--- config.mk ---
export PLATFORM = sky130hd
export DESIGN_NAME = watchdog_timer
export DESIGN_NICKNAME = d
export VERILOG_FILES = /design/src/rtl/wdt_pkg.sv /design/src/rtl/wdt_prescaler.sv /design/src/rtl/watchdog_timer.sv
export SDC_FILE = /design/constraint.sdc
export NUM_CORES = 1
export LEC_CHECK = 0
export CAP_MARGIN = 15
export CORE_ASPECT_RATIO = 0.8
export CORE_MARGIN = 1
export CORE_UTILIZATION = 33
export CTS_CLUSTER_DIAMETER = 150
export CTS_CLUSTER_SIZE = 24
export DETAILED_ROUTE_END_ITERATION = 10
export PLACE_DENSITY = 0.63
export SLEW_MARGIN = 20
export SYNTH_ARGS = -nofsm -noshare
export SYNTH_HDL_FRONTEND = slang
export SYNTH_SLANG_ARGS = --single-unit
--- constraint.sdc ---
create_clock -name clk_ref -period 2.75 [get_ports clk_ref]
set_input_delay 0.55 -clock clk_ref [delete_from_list [all_inputs] [get_ports clk_ref]]
set_output_delay 0.55 -clock clk_ref [all_outputs]
set_load 0.005 [all_outputs]
--- src/rtl/wdt_pkg.sv ---
// Shared state encoding and parameter defaults for the watchdog timer.
package wdt_pkg;

    localparam int CNT_W_DEF       = 16;
    localparam int PRESC_W_DEF     = 8;
    localparam int BITE_CYCLES_DEF = 16;
    localparam int STATE_W         = 2;

    localparam logic [STATE_W-1:0] ST_IDLE = 2'd0;
    localparam logic [STATE_W-1:0] ST_RUN  = 2'd1;
    localparam logic [STATE_W-1:0] ST_WARN = 2'd2;
    localparam logic [STATE_W-1:0] ST_BITE = 2'd3;

    typedef enum logic [STATE_W-1:0] {
        WDT_IDLE = ST_IDLE,
        WDT_RUN  = ST_RUN,
        WDT_WARN = ST_WARN,
        WDT_BITE = ST_BITE
    } wdt_state_e;

endpackage

--- src/rtl/wdt_prescaler.sv ---
// Tick divider: counts 0..prescale and pulses tick on the wrap cycle.
module wdt_prescaler
    import wdt_pkg::*;
#(
    parameter int PRESC_W = PRESC_W_DEF
) (
    input  logic               clk_ref,
    input  logic               por_n,
    input  logic               clear,
    input  logic [PRESC_W-1:0] prescale,
    output logic               tick
);

    logic [PRESC_W-1:0] cnt_q;

    // >= rather than == so a live prescale lowered below the count still wraps at once
    assign tick = (cnt_q >= prescale);

    always_ff @(posedge clk_ref or negedge por_n) begin
        if (!por_n) begin
            cnt_q <= '0;
        end else if (clear || tick) begin
            cnt_q <= '0;
        end else begin
            cnt_q <= cnt_q + PRESC_W'(1);
        end
    end

endmodule

--- src/rtl/watchdog_timer.sv ---
// Watchdog timer: prescaled countdown with early warning, fixed-width bite
// reset pulse and a sticky bite-cause flag.
module watchdog_timer
    import wdt_pkg::*;
#(
    parameter int CNT_W       = CNT_W_DEF,
    parameter int PRESC_W     = PRESC_W_DEF,
    parameter int BITE_CYCLES = BITE_CYCLES_DEF
) (
    input  logic               clk_ref,
    input  logic               por_n,
    input  logic               wdt_en,
    input  logic               wdt_kick,
    input  logic [CNT_W-1:0]   wdt_timeout,
    input  logic [PRESC_W-1:0] wdt_prescale,
    input  logic               wdt_cause_clr,
    output logic               wdt_rst_n,
    output logic               wdt_warn,
    output logic               wdt_cause,
    output logic [CNT_W-1:0]   wdt_count,
    output logic [1:0]         wdt_state
);

    localparam int BITE_W = $clog2(BITE_CYCLES + 1);

    wdt_state_e         state_q, state_d;
    logic [CNT_W-1:0]   count_q, count_d;
    logic [CNT_W-1:0]   timeout_q, timeout_d;
    logic [BITE_W-1:0]  bite_q, bite_d;
    logic               rst_n_q, warn_q, cause_q;
    logic               tick, presc_clr, bite_entry;

    wdt_prescaler #(
        .PRESC_W (PRESC_W)
    ) u_prescaler (
        .clk_ref  (clk_ref),
        .por_n    (por_n),
        .clear    (presc_clr),
        .prescale (wdt_prescale),
        .tick     (tick)
    );

    always_comb begin
        state_d   = state_q;
        count_d   = count_q;
        timeout_d = timeout_q;
        bite_d    = bite_q;
        presc_clr = 1'b0;
        case (state_q)
            WDT_IDLE: begin
                presc_clr = 1'b1;
                count_d   = wdt_timeout;
                timeout_d = wdt_timeout;
                if (wdt_en) state_d = WDT_RUN;
            end
            WDT_RUN, WDT_WARN: begin
                // Priority: disable, then kick, then expiry, then plain countdown
                if (!wdt_en) begin
                    state_d   = WDT_IDLE;
                    presc_clr = 1'b1;
                    count_d   = wdt_timeout;
                    timeout_d = wdt_timeout;
                end else if (wdt_kick) begin
                    state_d   = WDT_RUN;
                    presc_clr = 1'b1;
                    count_d   = wdt_timeout;
                    timeout_d = wdt_timeout;
                end else if (tick && (count_q == '0)) begin
                    state_d = WDT_BITE;
                    bite_d  = BITE_W'(BITE_CYCLES - 1);
                end else begin
                    if (tick) count_d = count_q - CNT_W'(1);
                    if ((state_q == WDT_RUN) && (count_q <= (timeout_q >> 1)))
                        state_d = WDT_WARN;
                end
            end
            WDT_BITE: begin
                presc_clr = 1'b1;
                if (bite_q == '0) state_d = WDT_IDLE;
                else              bite_d  = bite_q - BITE_W'(1);
            end
            default: state_d = WDT_IDLE;
        endcase
    end

    assign bite_entry = (state_q != WDT_BITE) && (state_d == WDT_BITE);

    // Outputs are registered from the next-state decode so they come straight off flops
    always_ff @(posedge clk_ref or negedge por_n) begin
        if (!por_n) begin
            state_q <= WDT_IDLE;
            count_q <= '0;
            rst_n_q <= 1'b1;
            warn_q  <= 1'b0;
            cause_q <= 1'b0;
        end else begin
            state_q <= state_d;
            count_q <= count_d;
            rst_n_q <= (state_d != WDT_BITE);
            warn_q  <= (state_d == WDT_WARN);
            if (bite_entry)         cause_q <= 1'b1;
            else if (wdt_cause_clr) cause_q <= 1'b0;
        end
    end

    // Reload copy and bite counter are always written before being consumed
    always_ff @(posedge clk_ref) begin
        timeout_q <= timeout_d;
        bite_q    <= bite_d;
    end

    assign wdt_rst_n = rst_n_q;
    assign wdt_warn  = warn_q;
    assign wdt_cause = cause_q;
    assign wdt_count = count_q;
    assign wdt_state = state_q;

endmodule

Yosys cells after proc, flatten, opt, wreduce, memory -nomap -nowiden
Cells that the tools add are included.
- add/sub/neg operators: 3
- $lt $le $gt $ge: 2
- equality and inequality tests: 14
- multiplexer cells: 26
- reductions and logical operators: 15
- operators with widths (operator ; count):
    $mux 16 ; 6
    $pmux 16 s2 ; 2
    $mux 5 ; 4
    $le 16x15->1 ; 1
    $logic_not 16->1 ; 1
    $sub 16x1->16 const B ; 1
    $mux 2 ; 6
    $ne 2x2->1 const B ; 6
    $pmux 5 s2 ; 1
    $add 8x1->8 const B ; 1
    $eq 2x2->1 const B ; 4
    $ge 8x8->1 ; 1
    $mux 8 ; 1
    $ne 4x4->1 const B ; 2
    $pmux 2 s3 ; 1
    $reduce_bool 2->1 ; 3
    $logic_not 5->1 ; 1
    $reduce_and 5->1 ; 1
    $sub 5x1->5 const B ; 1
    $mux 1 ; 4
    $reduce_or 2->1 ; 2
    $logic_and 1x1->1 ; 3
    $ne 3x3->1 const B ; 1
    $reduce_and 3->1 ; 1
    other kinds (5) ; 5
- flip-flop bits (word level): 50
- bits of input ports: 29
- word-level logic and storage cells: 68

Logic depth before layout (Yosys ltp)
- depth after elaboration: 10
- mapped depth: 9
- depth with buffers taken out: 9

Modules after synthesis
A second synthesis with hierarchy kept.
- cells, all modules: 310
- area, all modules: 3081.7 um^2
- modules (own cells, without submodules) (module ; instances ; cells an instance ; area each (um^2) ; seq. area each (um^2)):
    watchdog_timer ; 1 ; 251 ; 2507.4 ; 1127.3
    wdt_prescaler ; 1 ; 59 ; 574.3 ; 200.2

Least setup slack after synthesis
Ideal clock, no wire load.
- path type: reg-to-reg
- start: register count_q[0] (netlist: wdt_count[0])
- end: register bite_q[0] (enable)
- setup time: 0.314 ns
- data arrival time: 2.316 ns
- required time: 2.436 ns
- slack: 0.120 ns
- cell stages (with the launch flop): 9
- buffers on the path: 0
- period minus slack after synthesis: 2.630 ns
- cell sequence: dfrtp_1 > inv_1 > ha_1 > or4b_1 > nand2b_4 > or4_4 > o21bai_4 > o21ai_0 > and2_1
- cells in the longest elaborated chain, start to end: 4
- ends and longest elaborated chain (element ; line ; RTL):
    start, declared ; watchdog_timer.sv:27 ; logic [CNT_W-1:0] count_q, count_d;
    start signal, assigned ; watchdog_timer.sv:98 ; count_q <= count_d;
    $logic_not 16->1 ; watchdog_timer.sv:68 ; end else if (tick && (count_q == '0)) begin
    $logic_and 1x1->1 ; watchdog_timer.sv:68 ;
    $ne 2x2->1 (no line) ; -- ;
    $reduce_and 5->1 (no line) ; -- ;
    end signal, assigned ; watchdog_timer.sv:109 ; bite_q <= bite_d;
    end, declared ; watchdog_timer.sv:29 ; logic [BITE_W-1:0] bite_q, bite_d;
Every way passes these cells.
A chain may end at the register's enable or synchronous reset.

Worst setup path after layout
- start: register count_q[0] (netlist: wdt_count[0])
- end: register bite_q[2] (enable)
Same word-level chain as after synthesis.

==> impl_results.md <==
* CTS clk-pin slew, worst paths at 0.09 ns
* Non-Filler Instances at 495
* Post-route DRC violation count at 0
* Synth area leader: dfrtp_1
* Static Leak at 1.68 nW
* CP required at 2.77 ns
* Syn avg cell area at 9.82 um2
* Crit start category: register
* Cell with the most instances after synthesis: inv_1
* Antenna cells at 0
* Slew Viols, Final at 0
* Largest net degree at the start of global routing at 30
* Detailed Route WL at 7260 um
* Cell area after synthesis at 0.00297 mm2
* Vias per cell at 5.09
* Path depth of the worst reg2reg path at 9
* Power per Cell Area at 733 mW/mm2
* Worst path slowest cell: or4b_4
* Final TNS setup at 0 ns
* Final Cycle Share at 97.5%
* Highest attainable clock frequency at 0.373 GHz
* Detail Route Antenna Nets at 0
* Fillers at 822
* Die area at 0.00938 mm2
* RSZ-0062 raised after global routing: false
* Via count at 2522
* Clock period minus worst slack at 2.68 ns
* Slew HR at 68.2%
* #FFs+latches synth at 49
* Post-Place Cell Area at 0.00379 mm2
* Hpwl dp at 5620 um
* Synth Flop Type: dfrtp_1
* Final hold violation count at 0
* Antenna violations before repair at 0
* # port buffers at 49
* Setup violators final at 0
* # H-tree levels at 2
* Status: complete, no violations
* Vias in the first global route at 2427
* Fraction of layout cells with a size suffix above 1 at 13.6%
* Hold Path Class: reg -> reg
* Clk_lat worst skew at 0.30 ns
* Hold EP: wdt_cause
* Final nets at 440
* Post-synth EDFFs at 20
* Worst EP arrival at 2.70 ns
* Post-synth net total at 360
* CTS Buffer Depth at 2
* Synth cell types at 57
* Global-route wire length before repair at 11900 um
* # IOs at 50
* Synth Warn # at 0
* Final core utilization at 45.3%
* Reg2reg start: wdt_count[0]
* Sink Count at 49
* Max-cap violation count at 0
* Area contributors post-synth: dfrtp_1, edfxtp_1, ha_1, inv_1, nor2_1
* Cell row count at 30
* Synth async-reset ratio at 59.2%
* Synth cell count leaders: inv_1, nor2_1, ha_1
* Hold_buf cts at 0
* Final Wtd Congestion at 0.850
* Sequential area share after synthesis at 44.7%
* Pre-Repair DR Iteration Count at 4
* Vert. Die Dim at 86.8 um
* Area Overhead vs Synth at 31.4%
* Setup crit end kind: register
* Routed wire per std cell at 14.7 um
* R2r setup slk at 0.07 ns
* Cells after synthesis at 302
* Design area at 0.00390 mm2
* RR Endpoint: bite_q[2]
* Slowest stage delay, CP at 0.47 ns
* Clk_skew at 0.0108 ns
* Hold_sp: wdt_cause
* CP max FO at 5
* Initial DRC count at 114
* Total grt overflow at 0
* Core area at 0.00860 mm2
* CTS tree: done
* Initial Utilization at 34.5%
* Hold depth at 1
* Die Span X at 108 um
* Yosys top cell area share at 23.6%
* CTS Buf Count at 5
* Dpl cells at 486
* GRT Resource Usage Total at 16.3%
* Worst hold slack at 0.520 ns
* Worst Max-Slew Pin Slew at 0.472 ns
* Clock root cell: clkbuf_8
* Type of the worst setup path: reg -> reg
* Critical path cell sequence: inv_1 > ha_1 > or4b_4 > nand2b_4 > or4_4 > o21bai_4 > buf_4 > o21ai_0 > and2_4
* IR drop worst, VDD at 0.334 mV
## how the worst max path moves through the flow
stage / startpoint / endpoint / slack (ns) / depth (start not counted)
CTS: wdt_count[0] / bite_q[4] / 0.02 / 9
finish: wdt_count[0] / bite_q[2] / 0.07 / 9
global placement: wdt_prescale[4] / wdt_count[14] / -0.18 / 10
detailed placement: wdt_prescale[2] / wdt_count[3] / -0.23 / 11
floorplan: wdt_count[0] / bite_q[0] / 0.12 / 8
global route: wdt_prescale[4] / wdt_count[14] / 0.02 / 10
## worst max-delay path, delay by kind of cell (launching register included)
family / cells / cell delay, ns
AOI/OAI and AO/OA: 2 / 0.36
adders and majority gates: 1 / 0.17
buffers and inverters: 2 / 0.23
DFF: 1 / 0.38
and+or+nand+nor: 4 / 1.26
## report_power, final
part           switching [mW]  internal (mW)  leakage (nW)
logic                   0.685          0.647          1.09
clock network           0.239          0.178        0.0399
registers               0.115          0.993         0.549
## cells in the final DEF, fill, tap and decap left out, types with 4 or more instances in the layout
cell,synthesis,final
a31oi_1,4,4
clkbuf_8,0,5
inv_1,35,35
a21oi_1,15,15
a32o_1,7,7
nand3_1,9,9
clkdlybuf4s50_1,0,49
dfrtp_1,28,28
nor2_1,31,31
or3_1,5,5
nor4_1,4,4
buf_4,0,29
nand2_1,26,26
o21ai_0,12,12
nor3_1,6,6
ha_1,29,29
o21a_1,5,5
edfxtp_1,20,20
xor2_1,5,5
## what timing repair did
item                       CTS  global route
cloned                       0             0
resized for setup            1             4
setup buffers                0             1
pin swaps                    0             1
setup endpoints to repair    5            12
## through the flow
step | setup slack (ns) | power [mW]
2_1_floorplan | 0.120 | 1.82
3_3_place_gp | -0.179 | 2.39
3_5_place_dp | -0.228 | 2.44
4_1_cts | 0.0203 | 2.86
5_1_grt | 0.0169 | 3.07
6_report | 0.0689 | 2.86
## state kept, by name, indices dropped and copies added, names as in the netlist
| register | count |
|---|---|
| bite_q | 5 |
| timeout_q | 15 |
| u_prescaler.cnt_q | 8 |
| wdt_cause | 1 |
| wdt_count | 16 |
| wdt_rst_n | 1 |
| wdt_state | 2 |
| wdt_warn | 1 |
## cell families (layout without fill, tap and decap cells)
| logic type | count (synthesis) | count (layout) | share of synthesized area [%] |
|---|---|---|---|
| AO/OA/AOI/OAI | 73 | 73 | 18.3 |
| buffers and inverters | 41 | 122 | 5.19 |
| adder cells (fa/ha/maj) | 29 | 29 | 12.2 |
| AND/OR/NAND/NOR | 102 | 102 | 17.1 |
| multiplexers | 1 | 1 | 0.337 |
| XOR/XNOR | 7 | 7 | 2.07 |
| flip-flops | 49 | 49 | 44.7 |
## area by class of cell
type | count | area, um2 | share of cell area, %
multi-input combinational | 212 | 1500 | 38.5
sequential | 49 | 1330 | 34.1
timing repair buffer | 79 | 719 | 18.5
tap | 112 | 140 | 3.60
inverter | 35 | 131 | 3.37
clock buffer | 7 | 76.3 | 1.96
clock inverter | 1 | 3.75 | 0.0963
## per-layer routing
layer  share of wire (%)  GRT usage (%)  vias up  wire length [um]
met1                  49           23.0     1200              3590
met2                  45           26.2       66              3250
met3                 5.3           3.23        4               385
met4                0.44           3.24        0                32
li1                    -              -     1252                 -
met5                   0              0        -                 0
Power figures use the tool's default switching activity.
